==> src/rtl/axi_lite_decerr_slave.sv <==
// AXI-Lite default slave: completes every access routed to it with DECERR,
// returns zero read data, and records saturating error counts plus the last offending address.
module axi_lite_decerr_slave #(
  parameter int ADDR_WIDTH = 32,
  parameter int DATA_WIDTH = 32,
  parameter int CNT_WIDTH  = 16
) (
  input  logic                    clk,
  input  logic                    rst,
  input  logic [ADDR_WIDTH-1:0]   s_awaddr,
  input  logic                    s_awvalid,
  output logic                    s_awready,
  input  logic [DATA_WIDTH-1:0]   s_wdata,
  input  logic [DATA_WIDTH/8-1:0] s_wstrb,
  input  logic                    s_wvalid,
  output logic                    s_wready,
  output logic [1:0]              s_bresp,
  output logic                    s_bvalid,
  input  logic                    s_bready,
  input  logic [ADDR_WIDTH-1:0]   s_araddr,
  input  logic                    s_arvalid,
  output logic                    s_arready,
  output logic [DATA_WIDTH-1:0]   s_rdata,
  output logic [1:0]              s_rresp,
  output logic                    s_rvalid,
  input  logic                    s_rready,
  output logic [CNT_WIDTH-1:0]    wr_err_count,
  output logic [CNT_WIDTH-1:0]    rd_err_count,
  output logic [ADDR_WIDTH-1:0]   last_err_addr
);

  typedef enum logic [1:0] {W_IDLE, W_HAVE_AW, W_HAVE_W, W_RESP} w_state_t;
  typedef enum logic {R_IDLE, R_RESP} r_state_t;

  localparam logic [CNT_WIDTH-1:0] CNT_MAX = '1;

  w_state_t w_state_reg, w_state_next;
  r_state_t r_state_reg, r_state_next;
  logic [CNT_WIDTH-1:0]  wr_cnt_reg, wr_cnt_next;
  logic [CNT_WIDTH-1:0]  rd_cnt_reg, rd_cnt_next;
  logic [ADDR_WIDTH-1:0] addr_reg, addr_next;
  logic aw_hs, w_hs, ar_hs;

  // Write payload is accepted and dropped; the reduction only keeps the ports referenced.
  logic unused_inputs;
  assign unused_inputs = ^{s_wdata, s_wstrb};

  assign s_bresp = 2'b11;
  assign s_rresp = 2'b11;
  assign s_rdata = '0;

  assign wr_err_count  = wr_cnt_reg;
  assign rd_err_count  = rd_cnt_reg;
  assign last_err_addr = addr_reg;

  always_ff @(posedge clk) begin
    if (rst) begin
      w_state_reg <= W_IDLE;
      r_state_reg <= R_IDLE;
      wr_cnt_reg  <= '0;
      rd_cnt_reg  <= '0;
      addr_reg    <= '0;
    end else begin
      w_state_reg <= w_state_next;
      r_state_reg <= r_state_next;
      wr_cnt_reg  <= wr_cnt_next;
      rd_cnt_reg  <= rd_cnt_next;
      addr_reg    <= addr_next;
    end
  end

  // Readies and valids are forced low while reset is held so nothing handshakes mid-reset.
  always_comb begin
    s_awready    = !rst && (w_state_reg == W_IDLE || w_state_reg == W_HAVE_W);
    s_wready     = !rst && (w_state_reg == W_IDLE || w_state_reg == W_HAVE_AW);
    s_bvalid     = !rst && (w_state_reg == W_RESP);
    s_arready    = !rst && (r_state_reg == R_IDLE);
    s_rvalid     = !rst && (r_state_reg == R_RESP);
    aw_hs        = s_awvalid && s_awready;
    w_hs         = s_wvalid && s_wready;
    ar_hs        = s_arvalid && s_arready;
    w_state_next = w_state_reg;
    r_state_next = r_state_reg;

    unique case (w_state_reg)
      W_IDLE: begin
        if (aw_hs && w_hs) w_state_next = W_RESP;
        else if (aw_hs)    w_state_next = W_HAVE_AW;
        else if (w_hs)     w_state_next = W_HAVE_W;
      end
      W_HAVE_AW: if (w_hs)     w_state_next = W_RESP;
      W_HAVE_W:  if (aw_hs)    w_state_next = W_RESP;
      W_RESP:    if (s_bready) w_state_next = W_IDLE;
      default:   w_state_next = W_IDLE;
    endcase

    unique case (r_state_reg)
      R_IDLE:  if (ar_hs)    r_state_next = R_RESP;
      R_RESP:  if (s_rready) r_state_next = R_IDLE;
      default: r_state_next = R_IDLE;
    endcase
  end

  // Counters stick at all-ones; a read address wins over a simultaneous write address.
  always_comb begin
    wr_cnt_next = wr_cnt_reg;
    rd_cnt_next = rd_cnt_reg;
    addr_next   = addr_reg;
    if (aw_hs && wr_cnt_reg != CNT_MAX) wr_cnt_next = wr_cnt_reg + 1'b1;
    if (ar_hs && rd_cnt_reg != CNT_MAX) rd_cnt_next = rd_cnt_reg + 1'b1;
    if (ar_hs)      addr_next = s_araddr;
    else if (aw_hs) addr_next = s_awaddr;
  end

endmodule

==> config.mk <==
export PLATFORM = sky130hd
export DESIGN_NAME = axi_lite_decerr_slave
export DESIGN_NICKNAME = d
export VERILOG_FILES = /design/src/rtl/axi_lite_decerr_slave.sv
export SDC_FILE = /design/constraint.sdc
export NUM_CORES = 1
export LEC_CHECK = 0
export CORE_MARGIN = 2
export CORE_UTILIZATION = 41
export CTS_CLUSTER_SIZE = 20
export DETAILED_ROUTE_END_ITERATION = 8
export PLACE_DENSITY = 0.86
export REMOVE_ABC_BUFFERS = 1
export SLEW_MARGIN = 10
export SYNTH_ARGS = -nofsm -noshare
export SYNTH_HDL_FRONTEND = slang
export SYNTH_SLANG_ARGS = --single-unit
==> constraint.sdc <==
create_clock -name clk -period 3.6 [get_ports clk]
set_input_delay 0.72 -clock clk [delete_from_list [all_inputs] [get_ports clk]]
set_output_delay 0.72 -clock clk [all_outputs]
set_load 0.01 [all_outputs]
==> reports/results.tsv <==
stage	metric	value	unit
clock_network	cts hold-fix bufs	0	
timing	Final Hold Fails	0	
timing	Post-Route Setup TNS	0	ns
setup_path	CP startpoint kind	flip-flop	
power	static leakage	0.00192	uW
layout	commonest cells after routing, fill and taps aside	clkdlybuf4s50_1 (138), nand2_1 (77), dfxtp_1 (67), nor2_1 (46), conb_1 (36)	
setup_path	crit-path max FO	5	
clock_network	clock tree buffer depth	2	
setup_path	R2R Path End	rd_err_count[14]	
power	PD cells	423	nW/um^2
global_routing	initial antenna violation count	0	
clock_network	htree depth	3	
global_routing	grt total ovfl	0	
synthesis	EDFF count, synth	0	
layout	Post-Layout Cell Count	687	
floorplanning	row count	34	
detailed_routing	Post-DRT Antenna Nets	0	
detailed_routing	Via Count	3700	
floorplanning	Top Ports	212	
setup_path	slowest stage delay, CP	0.49	ns
power	combinational share of power	25.1	%
placed_design	placer congestion estimate	0.858	
clock_network	Root Driver	clkbuf_8	
synthesis	Async SR Flop Fraction	0	%
setup_path	crit-path cells	inv_1 > ha_1 > nor2_1 > nor2_1 > clkdlybuf4s50_1	
detailed_routing	initial DRC count	100	
placed_design	placed inst area	4970	um^2
clock_network	CTS sink count	67	
setup_path	CP delay by family, top	buffers and inverters	
hold_path	HP Start	last_err_addr[0]	
setup_path	Crit. End Element	output port	
timing	setup-violating endpoint count in the final report	0	
detailed_routing	Residual DRC	0	
global_routing	All-Layer GR Usage	20.4	%
timing	clk_skew	0.0114	ns
setup_path	cell mode on critical path	nor2_1	
placed_design	post-DP HPWL	7280	um
hold_path	Hold Path Depth	2	
power	peak supply drop	220	uV
setup_path	Crit path buffers/inverters	2	
global_routing	largest net degree at the start of global routing	65	
power	switch share	27.7	%
layout	post-route cell area	5230	um^2
layout	Largest register FFs	32	
synthesis	Seq/Total Area, Yosys	37.0	%
clock_network	Post-CTS Resized	0	
timing	Max Freq	373	MHz
timing	worst slew pin tran	0.722	ns
detailed_routing	Via-to-Cell Ratio	5.39	
setup_path	cell count of the worst reg-to-reg path	5	
power	total power draw	2220	uW
synthesis	ranking of synthesized cells by area	dfxtp_1 (37%), a311oi_1 (8.2%), nand2_1 (8.1%)	
clock_network	total CTS buffers	9	
timing	RSZ-0062 raised after global routing	false	
layout	NumNets Final	688	
synthesis	ys flop type	dfxtp_1	
floorplanning	initial core utilization	42.0	%
power	sequential share of power	38.3	%
clock_network	Reg clk slew, reported paths	0.08	ns
clock_network	Clock Latency Late Sink	0.33	ns
setup_path	CP arrival	1.96	ns
setup_path	critical path type	flip-flop to output port	
run	Max Cap Violations	0	
timing	Rel. slew slack	51.5	%
status	status	finished clean	
hold_path	worst hold path class	flip-flop to flip-flop	
synthesis	synth unique cells	56	
clock_network	setup bufs post-CTS	0	
timing	Tcrit/Tclk final	74.5	%
synthesis	Mapped Cells	443	
placed_design	# port buffers	139	
synthesis	leading area contributor after synthesis	dfxtp_1	
hold_path	hold endpoint	last_err_addr[0]	
floorplanning	die area	9610	um^2
detailed_routing	DR WL/cell	14.5	um
power	Power Internal	1600	uW
power	P_sw	613	uW
detailed_routing	Routed WL	9930	um
floorplanning	area of the core	8640	um^2
synthesis	post-synth top area share	37.0	%
synthesis	mapped cell area	3630	um^2
layout	most common cell after layout, fill and taps aside	clkdlybuf4s50_1	
timing	crit path time final	2.68	ns
clock_network	CTS tree	built	
setup_path	CP max stage cell	clkdlybuf4s50_1	
setup_path	Reg2Reg Launch Point	rd_err_count[0]	
power	Clk pwr share	36.5	%
synthesis	syn_area_per_cell	8.19	um^2
synthesis	FF+latch count, synth	67	
synthesis	synthesis warning total	0	
detailed_routing	first-pass iteration count of the detailed router	4	
setup_path	flop-to-flop setup slack	1.54	ns
floorplanning	Die H	98.1	um
global_routing	first-pass GRT wire length	16500	um
global_routing	vias in the first global route	3582	
timing	Final Max Slew Viols	0	
layout	Synth-to-Final Area Change	44.3	%
setup_path	Critical Path RT	2.88	ns
placed_design	cell count after placement	671	
layout	antenna cells	0	
timing	minimum hold slack	0.484	ns
layout	share of layout cells above drive strength 1	6.56	%
floorplanning	Die Wd	98.1	um
## worst reg2reg max path, cell delays in order (launching register included)
cell and delay (ns):
dfxtp_1 0.45, ha_1 0.35, and4_1 0.27, o211ai_1 0.15, nor4_1 0.38, mux2_1 0.35
## per-layer routing
layer / GRT usage [%] / wire length [um] / vias up
met2: 37.5 / 5100 / 134
met4: 6.41 / 146 / 0
met1: 22.7 / 3980 / 1738
met3: 5.80 / 706 / 15
met5: 0 / 0 / -
li1: - / - / 1813
## kinds of logic after synthesis
family          count (synthesis)  synth area share (%)
simple gates                  204                  29.0
compound gates                 88                  18.5
mux                             6                  1.76
other cells                     2                 0.207
flops                          67                  37.0
buf+inv                        69                  11.2
fa+ha+maj                       7                  2.41
## synthesized netlist by cell type (4+ instances only)
cell      number
or3_1          4
nand3_1        9
nand4_1        9
o41ai_1        4
inv_1          8
a311oi_1      34
o211ai_1       4
clkbuf_1      12
nor4_2         5
and4_1         5
and3_1         4
nor3_1         9
nand2_1       78
dfxtp_1       67
buf_4         36
a211oi_1       4
nor2b_1        9
a21oi_1       15
a31oi_1        4
ha_1           7
nor2_1        46
or4_1          6
nor4_1         4
buf_2          9
## layout make-up
type,count,area [um^2]
Fill cell,747,3400
Multi-Input combinational cell,341,2010
Timing Repair Buffer,146,1450
Sequential cell,67,1340
Clock buffer,12,165
Tap cell,108,135
Clock inverter,4,95.1
Inverter,9,33.8
## stage by stage
step	util (%)	setup WS (ns)
after floorplan	-	0.932
after global placement	57.6	0.941
after detailed placement	57.6	0.891
after CTS	60.6	0.900
after global routing	60.6	0.820
final	60.6	0.918
## power groups by stage
stage                     Combinational, uW  Sequential, uW  Clock, uW
after floorplan                         239             885          0
after global placement                  536             861          0
after detailed placement                559             865          0
after CTS                               562             849        820
after global routing                    616             857        860
final                                   557             849        809
## worst max path at each step
stage                        start               end  slack, ns  depth (start not counted)
floorplan                      rst   rd_err_count[8]       0.93                          4
global placement         s_arvalid  rd_err_count[14]       0.94                          5
detailed placement       s_arvalid  rd_err_count[14]       0.89                          5
CTS                 w_state_reg[0]         s_awready       0.90                          5
global route        w_state_reg[0]         s_awready       0.82                          5
finish              w_state_reg[0]         s_awready       0.92                          5
(Power assumes the default switching activity.)
